===== config.mk =====
export PLATFORM = sky130hd
export DESIGN_NAME = booth_r4_seq_mult
export DESIGN_NICKNAME = d
export VERILOG_FILES = /design/src/rtl/booth_r4_seq_mult.sv
export SDC_FILE = /design/constraint.sdc
export NUM_CORES = 1
export LEC_CHECK = 0
export CAP_MARGIN = 30
export CORE_MARGIN = 5
export CORE_UTILIZATION = 50
export CTS_BUF_LIST = sky130_fd_sc_hd__clkbuf_8
export CTS_CLUSTER_SIZE = 28
export DETAILED_ROUTE_END_ITERATION = 8
export PLACE_DENSITY = 0.67
export SLEW_MARGIN = 20
export SYNTH_ARGS = -nofsm -noshare
export SYNTH_HDL_FRONTEND = slang
export SYNTH_SLANG_ARGS = --single-unit

===== constraint.sdc =====
create_clock -name clk -period 9.14 [get_ports clk]
set_input_delay 1.371 -clock clk [delete_from_list [all_inputs] [get_ports clk]]
set_output_delay 1.371 -clock clk [all_outputs]
set_load 0.005 [all_outputs]

===== src/rtl/booth_r4_seq_mult.sv =====
// Sequential radix-4 Booth multiplier, WIDTH x WIDTH signed/unsigned, one digit per cycle.
// Operands and the full-width product move through valid/ready handshakes.
module booth_r4_seq_mult #(
    parameter int WIDTH = 16
) (
    input  logic                 clk,
    input  logic                 rst,
    input  logic                 in_valid,
    output logic                 in_ready,
    input  logic [WIDTH-1:0]     op_a,
    input  logic [WIDTH-1:0]     op_b,
    input  logic                 signed_mode,
    output logic                 out_valid,
    input  logic                 out_ready,
    output logic [2*WIDTH-1:0]   result,
    output logic                 busy
);

    localparam int ITER = WIDTH / 2 + 1;
    localparam int EW   = WIDTH + 2;
    localparam int AW   = 2 * WIDTH + 4;
    localparam int CW   = $clog2(ITER);
    localparam logic [CW-1:0] LAST = CW'(ITER - 1);

    localparam logic [1:0] S_IDLE = 2'd0;
    localparam logic [1:0] S_RUN  = 2'd1;
    localparam logic [1:0] S_DONE = 2'd2;

    logic [1:0]         state_q, state_d;
    logic [EW-1:0]      a_q, a_d;
    logic [EW-1:0]      b_q, b_d;
    logic [AW-1:0]      acc_q, acc_d;
    logic [CW-1:0]      cnt_q, cnt_d;
    logic [2*WIDTH-1:0] result_q, result_d;
    logic               out_valid_q, out_valid_d;

    logic               accept;
    logic [CW:0]        shamt;
    logic [EW:0]        bx;
    logic [2:0]         digit;
    logic [AW-1:0]      a_sx;
    logic [AW-1:0]      mag;
    logic               neg;
    logic [AW-1:0]      term_sh;
    logic [AW-1:0]      addend;
    logic [AW-1:0]      acc_sum;

    assign in_ready  = (state_q == S_IDLE) || ((state_q == S_DONE) && out_ready);
    assign busy      = (state_q == S_RUN);
    assign out_valid = out_valid_q;
    assign result    = result_q;
    assign accept    = in_valid && in_ready;

    // Digit i reads {b[2i+1], b[2i], b[2i-1]}; the appended zero supplies b[-1].
    assign shamt = {cnt_q, 1'b0};
    assign bx    = {b_q, 1'b0};
    assign digit = bx[shamt +: 3];
    assign a_sx  = {{(AW - EW){a_q[EW-1]}}, a_q};

    always_comb begin
        mag = '0;
        neg = 1'b0;
        case (digit)
            3'b001, 3'b010: mag = a_sx;
            3'b011:         mag = a_sx << 1;
            3'b100: begin
                mag = a_sx << 1;
                neg = 1'b1;
            end
            3'b101, 3'b110: begin
                mag = a_sx;
                neg = 1'b1;
            end
            default:        mag = '0;
        endcase
    end

    // Subtraction is invert-plus-carry on the already shifted term, so one adder serves both signs.
    assign term_sh = mag << shamt;
    assign addend  = neg ? ~term_sh : term_sh;
    assign acc_sum = acc_q + addend + {{(AW - 1){1'b0}}, neg};

    always_comb begin
        state_d     = state_q;
        a_d         = a_q;
        b_d         = b_q;
        acc_d       = acc_q;
        cnt_d       = cnt_q;
        result_d    = result_q;
        out_valid_d = out_valid_q;

        case (state_q)
            S_IDLE: ;
            S_RUN: begin
                acc_d = acc_sum;
                cnt_d = cnt_q + 1'b1;
                if (cnt_q == LAST) begin
                    result_d    = acc_sum[2*WIDTH-1:0];
                    out_valid_d = 1'b1;
                    cnt_d       = '0;
                    state_d     = S_DONE;
                end
            end
            S_DONE: begin
                if (out_ready) begin
                    out_valid_d = 1'b0;
                    state_d     = S_IDLE;
                end
            end
            default: state_d = S_IDLE;
        endcase

        if (accept) begin
            a_d     = signed_mode ? {{2{op_a[WIDTH-1]}}, op_a} : {2'b00, op_a};
            b_d     = signed_mode ? {{2{op_b[WIDTH-1]}}, op_b} : {2'b00, op_b};
            acc_d   = '0;
            cnt_d   = '0;
            state_d = S_RUN;
        end
    end

    always_ff @(posedge clk or posedge rst) begin
        if (rst) begin
            state_q     <= S_IDLE;
            a_q         <= '0;
            b_q         <= '0;
            acc_q       <= '0;
            cnt_q       <= '0;
            result_q    <= '0;
            out_valid_q <= 1'b0;
        end else begin
            state_q     <= state_d;
            a_q         <= a_d;
            b_q         <= b_d;
            acc_q       <= acc_d;
            cnt_q       <= cnt_d;
            result_q    <= result_d;
            out_valid_q <= out_valid_d;
        end
    end

endmodule


; After elaboration in Yosys (flattened, before gate mapping)
; Index checks and enable logic that the tools add are counted.
[word_totals]
ff_bits = 111
in_bits = 37
output_inout_bits = 35
[classes]
n_addsub = 3
eq_ne = 14
shifts = 2
muxes = 17
bitwise_logic = 1
n_reduce_logical = 12
[ops]
columns = operator, n
row1 = 36-bit 2-to-1 mux, 3
row2 = 36-bit case mux with 2 select lines, 1
row3 = 36-bit by 1-bit adder with 36-bit output, 1
row4 = 36-bit adder, 1
row5 = 18-bit 2-to-1 mux, 2
row6 = 36-bit NOT, 1
row7 = 36-bit by 5-bit << shifter with 36-bit output, 1
row8 = 19-bit by 6-bit indexed part select with 3-bit output, 1
row9 = 4-bit 2-to-1 mux, 3
row10 = "3-bit == test, second input constant", 3
row11 = "3-bit by 2-bit == test with 1-bit output, second input constant", 2
row12 = 2-bit 2-to-1 mux, 3
row13 = 2-bit case mux with 3 select lines, 1
row14 = 3-bit AND reduction, 2
row15 = "4-bit by 1-bit adder with 4-bit output, second input constant", 1
row16 = "4-bit == test, second input constant", 1
row17 = "2-bit inequality test, second input constant", 2
row18 = 2-bit nonzero test, 2
row19 = 4-bit OR reduction, 1
row20 = "3-bit by 1-bit == test with 1-bit output, second input constant", 1
row21 = 1-bit 2-to-1 mux, 3
row22 = "3-bit by 1-bit inequality test with 1-bit output, second input constant", 1
row23 = "3-bit inequality test, second input constant", 1
row24 = 3-bit OR reduction, 1
row25 = other kinds (9), 10

; Longest topological paths before layout
; Gate-level depths: netlist of the first run.
[depth]
word_depth = 11
depth_mapped = 32
depth_no_buf = 26

; Least setup slack after synthesis of the first run
; Ideal clock, no wire load.
[synth_timing]
path_type = register to register
startpoint = reg cnt_q[0]
endpoint = reg acc_q[31]
setup_time_ns = 0.132
arrival_ns = 6.189
required_ns = 9.008
setup_slack_ns = 2.819
stages_incl_launch_ff = 31
path_cell_list = dfrtp_1 buf_2 clkbuf_1 clkbuf_1 mux4_2 mux2i_1 nor2_1 nor2_1 inv_1 ha_1 o211a_1 or2_1 buf_2 buf_2 a22oi_1 nor2_1 mux2i_1 nor2_1 xor2_1 ha_1 clkbuf_1 o21ai_0 nand2b_1 and4_1 a211oi_1 a21oi_2 a41o_1 and4_1 a2111oi_0 xnor2_1 o21ai_1
[synth_via]
elab_chain_cells = 11
elab_cells_between_ends = 19
classes_between = add/sub: 2 / eq/ne: 6 / shift: 2 / mux: 5 / bitwise: 1 / reduce/logical: 3
[synth_rtl]
columns = element, line
row1 = "start, declared", 33  ; logic [CW-1:0] cnt_q, cnt_d;
row2 = "start signal, assigned", 136  ; cnt_q <= cnt_d;
row3 = 19-bit by 6-bit indexed part select with 3-bit output, 57  ; assign digit = bx[shamt +: 3];
row4 = 3-bit == test (tied with other cells), 63  ; case (digit)
row5 = 4-bit OR reduction (no line) / 2-bit OR reduction (equally long branches), -
row6 = 36-bit case mux with 2 select lines, 63
row7 = 36-bit by 5-bit << shifter with 36-bit output, 79  ; assign term_sh = mag << shamt;
row8 = 36-bit NOT, 80  ; assign addend = neg ? ~term_sh : term_sh;
row9 = 36-bit 2-to-1 mux, 80
row10 = 36-bit adder, 81  ; assign acc_sum = acc_q + addend + {{(AW - 1){1'b0}}, neg};
row11 = 36-bit by 1-bit adder with 36-bit output (*), 81
row12 = 36-bit 2-to-1 mux (*), 92  ; case (state_q)
row13 = 36-bit 2-to-1 mux (*), 113  ; if (accept) begin
row14 = "end signal, assigned", 127  ; acc_q <= '0;
row15 = "end signal, assigned", 135  ; acc_q <= acc_d;
row16 = "end, declared", 32  ; logic [AW-1:0] acc_q, acc_d;
; Every way passes the cells marked *; elsewhere a longest branch is shown, timed or not. The select of a mux whose other input is x is not followed.
; A chain may end at the register's enable or synchronous reset.

; Final worst setup path of the first run
[layout_timing]
startpoint = reg cnt_q[0]
endpoint = reg result_q[31] (netlist: result[31])
[layout_via]
elab_chain_cells = 9
elab_cells_between_ends = 19
classes_between = add/sub: 2 / eq/ne: 7 / shift: 2 / mux: 3 / bitwise: 1 / reduce/logical: 4
[layout_rtl]
columns = element, line
row1 = 19-bit by 6-bit indexed part select with 3-bit output, 57
row2 = 3-bit == test (tied with other cells), 63
row3 = 4-bit OR reduction (no line) / 2-bit OR reduction (equally long branches), -
row4 = 36-bit case mux with 2 select lines, 63
row5 = 36-bit by 5-bit << shifter with 36-bit output, 79
row6 = 36-bit NOT, 80
row7 = 36-bit 2-to-1 mux, 80
row8 = 36-bit adder, 81
row9 = 36-bit by 1-bit adder with 36-bit output, 81
row10 = "end signal, assigned", 137  ; result_q <= result_d;
row11 = "end, declared", 34  ; logic [2*WIDTH-1:0] result_q, result_d;
; Parallel ways exist; a longest one is shown, timed or not.

==> impl_metrics.toml, run 1 <==
[yosys]
syn_nets = 982
ys_seq_area_share_pct = 35.30
synth-compound-area-share_pct = 22.29
yosysTopAreaCell = "dfrtp_1"
synth-xor-area-share_pct = 7.295
ys_types = 68
yosys_warnings = 0
avgSynthCellArea_um2 = 8.225
synth_async_sr_flop_share_pct = 100.0
synth_area_um2 = 7443
ys_top_cells_by_count = "nand2_1 (180), dfrtp_1 (105), o21ai_0 (78)"
yosys-top-cells-area = "dfrtp_1 (35%), nand2_1 (9.1%), ha_1 (6.6%), o21ai_0 (5.2%), a21oi_1 (4.4%)"
synth_adder_area_share_pct = 6.825
synth-main-ff-cell = "dfrtp_1"
synthCells = 905
muxShareOfSynthArea_pct = 5.211
synth-edff-count = 0
ys_ff_latch = 105
synth_top_area_share_pct = 35.30
yosys.area_share.simple_pct = 19.06
synth_most_common_cell = "nand2_1"
synth_top_family_by_area = "compound AO/OA/AOI/OAI gates"

[critical_path]
r2r_slack_ns = 2.24
crit_type = "flop to flop"
critical_path.max_fanout = 49
startpoint = "cnt_q[0]$_DFFE_PP0P_"
reg2reg_from = "cnt_q[0]$_DFFE_PP0P_"
crit_arrival_ns = 7.17
rr_worst_depth = 25
cp.required_ns = 9.40
critPathCapture = "result[31]$_DFFE_PP0P_"
end_kind = "flop"
r2r-end = "result[31]$_DFFE_PP0P_"
startpoint_type = "flop"

[grt]
grt_antenna_before_repair = 0
gr-total-overflow = 0
grt_pass1_wl_um = 30650
track_usage_pct = 20.97
first_global_vias = 5922
grt_max_degree = 59

[cells_and_area]
drive_above_1_share_pct = 5.291
antenna_cells = 0
area_growth_pct = 14.49
nets = 1017
design_area_um2 = 8522
fin_util_pct = 58.41

[timing]
fin_tns_setup_ns = 0
slew_headroom_pct = 39.02
min_period_ns = 6.902
fin_skew_ns = 0.009947
finalMaxSlewViolations = 0
worst_slew_pin_slew_ns = 0.9147
max_freq_ghz = 0.1449
setup_viol = 0
hold_viol_final = 0
period_share_pct = 75.51
rsz0062_at_grt = "false"

[floorplan]
rows = 44
core_um2 = 14590
dieHeight_um = 132.0
die_w_um = 132.0
die-area_um2 = 17430
start_util_pct = 51.02
ios = 72

[cts]
tritoncts = "built"
ctsResizeCount = 0
clkSinkCount = 105
cts_root_buffer = "clkbuf_8"
cts_hold_buf = 0
clockBufferDepth = 2
cts_setup_buffers = 0
clock_latency_ns = 0.39
htree_levels = 3
cts_inserted_buffers = 9
cts.reportedPaths.clkPinSlew_ns = 0.10

[drt]
drt_wl_total_um = 18260
via_per_inst = 5.764
drt_iter0_markers = 599
vias = 6508
antenna_left = 0
first_pass_iters = 5
wl_per_cell_um = 16.17
drc = 0

[job]
drv_cap = 0

[min_path]
min_path_type = "flop to flop"

[status]
outcome = "completed"

[placed_design]
place.gp.congestion = 0.9260
place_area_um2 = 8269
dp_hpwl_um = 13660
numPortBuffers = 71
## per-stage QoR
| stage | instances | setup slack (ns) | hold slack (ns) |
|---|---|---|---|
| 6_report | 1129 | 2.238 | 0.4840 |
| 5_1_grt | 1129 | 1.485 | 0.5081 |
| 4_1_cts | 1129 | 2.311 | 0.4885 |
| 3_5_place_dp | 1113 | 2.347 | 0.4628 |
| 3_3_place_gp | 1111 | 2.456 | 0.4597 |
| 2_1_floorplan | 905 | 2.819 | 0.4403 |
## critical path, cell delays in order, from the launching register on
cell and delay, ns:
dfrtp_1 0.34, buf_4 0.43, mux4_2 0.56, mux2i_1 0.15, nor2_1 0.05, nor2_1 0.18
ha_1 0.22, o21ai_0 0.10, o2bb2ai_1 0.38, or2_1 0.53, a22oi_1 0.18, a22oi_1 0.42
o21ai_0 0.24, o22ai_1 0.21, xor2_1 0.27, ha_1 0.29, a21oi_1 0.19, o21ai_0 0.15
o41ai_1 0.29, o21ai_0 0.14, and3_1 0.19, a41o_1 0.26, and4_1 0.19, a2111oi_0 0.49
xnor2_1 0.22, o21ai_1 0.08
## flip-flops by register name, indices dropped and copies added (netlist names)
signal / count
acc_q: 32
out_valid: 1
result: 32
cnt_q: 4
a_q: 17
b_q: 17
state_q: 2
## cell families (layout without fill, tap and decap cells)
group,Yosys count,count (layout)
adder cells (fa/ha/maj),40,40
buffers and inverters,76,116
multiplexers,29,29
AO/OA/AOI/OAI,269,269
flip-flops,105,105
XOR/XNOR,62,62
AND/OR/NAND/NOR,324,324
## worst min-delay path by stage
stage	from	to	depth (start not counted)
2_1_floorplan	b_q[12]$_DFFE_PP0P_	b_q[12]$_DFFE_PP0P_	2
3_3_place_gp	result[16]$_DFFE_PP0P_	result[16]$_DFFE_PP0P_	2
3_5_place_dp	b_q[4]$_DFFE_PP0P_	b_q[4]$_DFFE_PP0P_	2
4_1_cts	b_q[4]$_DFFE_PP0P_	b_q[4]$_DFFE_PP0P_	2
5_1_grt	result[22]$_DFFE_PP0P_	result[22]$_DFFE_PP0P_	2
6_report	result[16]$_DFFE_PP0P_	result[16]$_DFFE_PP0P_	2
## layout make-up
class	instances	area, um2
Fill cell	1397	6067
Timing Repair Buffer	81	810.8
Clock inverter	6	115.1
Tap cell	184	230.2
Clock buffer	10	137.6
Multi-Input combinational cell	724	4527
Sequential cell	105	2628
Inverter	19	73.82
## placed cells by master (no fill, tap or decap), drive strengths merged, types with 4 or more instances in the layout
master,Yosys,layout
mux2,8,8
nand2b,10,10
ha,39,39
a21oi,67,67
xor2,32,32
a211oi,7,7
a311oi,4,4
o21ai,102,102
o22ai,9,9
a22oi,14,14
xnor2,30,30
nand4,4,4
a21o,11,11
nor2b,7,7
nor2,50,50
a32oi,6,6
clkbuf,39,10
dfrtp,105,105
and3,8,8
nand2,180,180
mux2i,14,14
buf,18,10
nor3,6,6
nand3,40,40
clkdlybuf4s50,0,71
inv,18,18
and2,6,6
a31oi,7,7
mux4,7,7
o21bai,6,6
o31ai,4,4
a22o,4,4
## layer usage
metal	vias to the layer above	GRT usage, %	wire length (um)
li1	3274	-	-
met5	-	0	0
met4	0	7.771	462
met1	3028	31.19	8925
met2	179	31.19	8007
met3	27	2.748	864
Power of run 1 is left out: the tool's default activity adds up to more than one toggle a clock period on the data nets, which glitch-free logic cannot reach.
==> run 2, diff against run 1 <==
--- a/config.mk
+++ b/config.mk
@@ -11,7 +11,7 @@
 export CTS_BUF_LIST = sky130_fd_sc_hd__clkbuf_8
 export CTS_CLUSTER_SIZE = 28
 export DETAILED_ROUTE_END_ITERATION = 8
-export PLACE_DENSITY = 0.67
+export PLACE_DENSITY = 0.7
 export SLEW_MARGIN = 20
 export SYNTH_ARGS = -nofsm -noshare
 export SYNTH_HDL_FRONTEND = slang
==> constraint.sdc (replaced) <==
create_clock -name clk -period 6.3 [get_ports clk]
set_input_delay 0.945 -clock clk [delete_from_list [all_inputs] [get_ports clk]]
set_output_delay 0.945 -clock clk [all_outputs]
set_load 0.005 [all_outputs]
==> run 2 against run 1 <==
  * Final cell count increased by 1.1%
  * Count of clock-buffer cells in the layout increased by 1
  * Die area unchanged
  * Critical path type unchanged
==> impl_metrics.toml, run 2 (synthesized netlist as in run 1, its figures left out) <==
[drt]
wl_per_cell_um = 16.44
first_pass_iters = 6
drc = 0
antenna_left = 0
via_per_inst = 5.748
vias = 6559
drt_wl_total_um = 18760
drt_iter0_markers = 539

[critical_path]
crit_type = "flop to flop"
startpoint_type = "flop"
crit_arrival_ns = 6.08
cp.required_ns = 6.57
critical_path.max_fanout = 12
end_kind = "flop"

[min_path]
min_path_type = "flop to flop"

[timing]
slew_headroom_pct = 54.15
setup_viol = 0
fin_skew_ns = 0.01360
rsz0062_at_grt = "false"
finalMaxSlewViolations = 0
min_period_ns = 5.813
worst_slew_pin_slew_ns = 0.6853
period_share_pct = 92.28
fin_tns_setup_ns = 0
max_freq_ghz = 0.1720
hold_slack_ns = 0.4822
hold_viol_final = 0

[grt]
gr-total-overflow = 0
first_global_vias = 6287
grt_max_degree = 65
grt_pass1_wl_um = 31810
track_usage_pct = 21.82
grt_antenna_before_repair = 0

[cells_and_area]
ff_latch_area_um2 = 2628
nets = 1031
drive_above_1_share_pct = 7.210
multi_input_area_um2 = 4571
area_growth_pct = 15.72
fin_util_pct = 59.04
layout.cells.most_common_list = "nand2_1 (179), dfrtp_1 (105), o21ai_0 (77)"
antenna_cells = 0
layout_commonest_cell = "nand2_1"
fillerInstances = 1336

[floorplan]
start_util_pct = 51.02
die_w_um = 132.0
ios = 72
dieHeight_um = 132.0
die-area_um2 = 17430
rows = 44
core_um2 = 14590

[cts]
tritoncts = "built"
cts.reportedPaths.clkPinSlew_ns = 0.10
cts_setup_buffers = 0
htree_levels = 3
cts_inserted_buffers = 9
clock_latency_ns = 0.40
cts_hold_buf = 0
clockBufferDepth = 2
cts_root_buffer = "clkbuf_8"
clkSinkCount = 105
ctsResizeCount = 0

[placed_design]
dp_hpwl_um = 13780
place.gp.congestion = 0.9824
numPortBuffers = 71

[status]
outcome = "completed"

[job]
drv_cap = 0
## run 2: cell types whose count changed in the layout (fill, tap and decap cells not counted), moves of 2 or more
cell / before / now
a32oi_1: 6 / 4
buf_12: 2 / 0
clkinv_4: 2 / 0
buf_4: 8 / 23
a22oi_1: 14 / 10
a32oi_2: 0 / 2
a22oi_2: 0 / 4
## run 2: critical path, stage by stage, from the launching register on
cell and delay [ns]:
dfrtp_1 0.42, mux4_2 0.52, mux2i_1 0.17, nor2_1 0.05, nor2_1 0.17, inv_1 0.09, ha_1 0.18, o211a_1 0.12
or2_4 0.31, a22oi_1 0.29, a211oi_1 0.13, a21oi_1 0.41, o22ai_1 0.19, xor2_1 0.18, ha_1 0.32, a21oi_1 0.17
o21ai_0 0.15, o41ai_1 0.30, o21ai_0 0.16, and3_1 0.20, a41o_1 0.26, and4_1 0.19, a2111oi_1 0.43, xnor2_1 0.19
o21ai_1 0.08
## run 2: final timing paths
check	from	end	slack, ns	cells after the start
min in group asynchronous	rst	cnt_q[2]$_DFFE_PP0P_	0.97	2
min reg2reg	result[15]$_DFFE_PP0P_	result[15]$_DFFE_PP0P_	0.48	2
max reg2reg	cnt_q[0]$_DFFE_PP0P_	acc_q[31]$_DFFE_PP0P_	0.49	24
max	cnt_q[0]$_DFFE_PP0P_	acc_q[31]$_DFFE_PP0P_	0.49	24
max in group asynchronous	rst	a_q[7]$_DFFE_PP0P_	4.19	3
min	result[15]$_DFFE_PP0P_	result[15]$_DFFE_PP0P_	0.48	2
## run 2: layer usage
layer	track usage [%]	share of wire, %	vias up
met4	8.343	2.3	0
met2	33.80	45	174
li1	-	-	3302
met1	31.15	48	3053
met5	0	0	-
met3	2.939	4.8	30
## run 2: layout make-up
| cell class | count | share of cell area, % |
|---|---|---|
| multi-input cells | 724 | 53.07 |
| flip-flops and latches | 105 | 30.51 |
| repair buffers | 95 | 10.39 |
| well taps | 184 | 2.673 |
| clock buffers | 11 | 1.758 |
| inverters | 19 | 0.8571 |
| clock inverters | 3 | 0.7554 |
## run 2: metrics by stage
step,instance area (um2),cells,setup slack [ns]
after floorplan,7445,905,0.05634
after global placement,8349,1127,0.3705
after detailed placement,8354,1127,0.3126
after CTS,8571,1141,0.2820
after global routing,8613,1141,0.02387
final,8613,1141,0.4865
Power of run 2 is left out for the same reason.
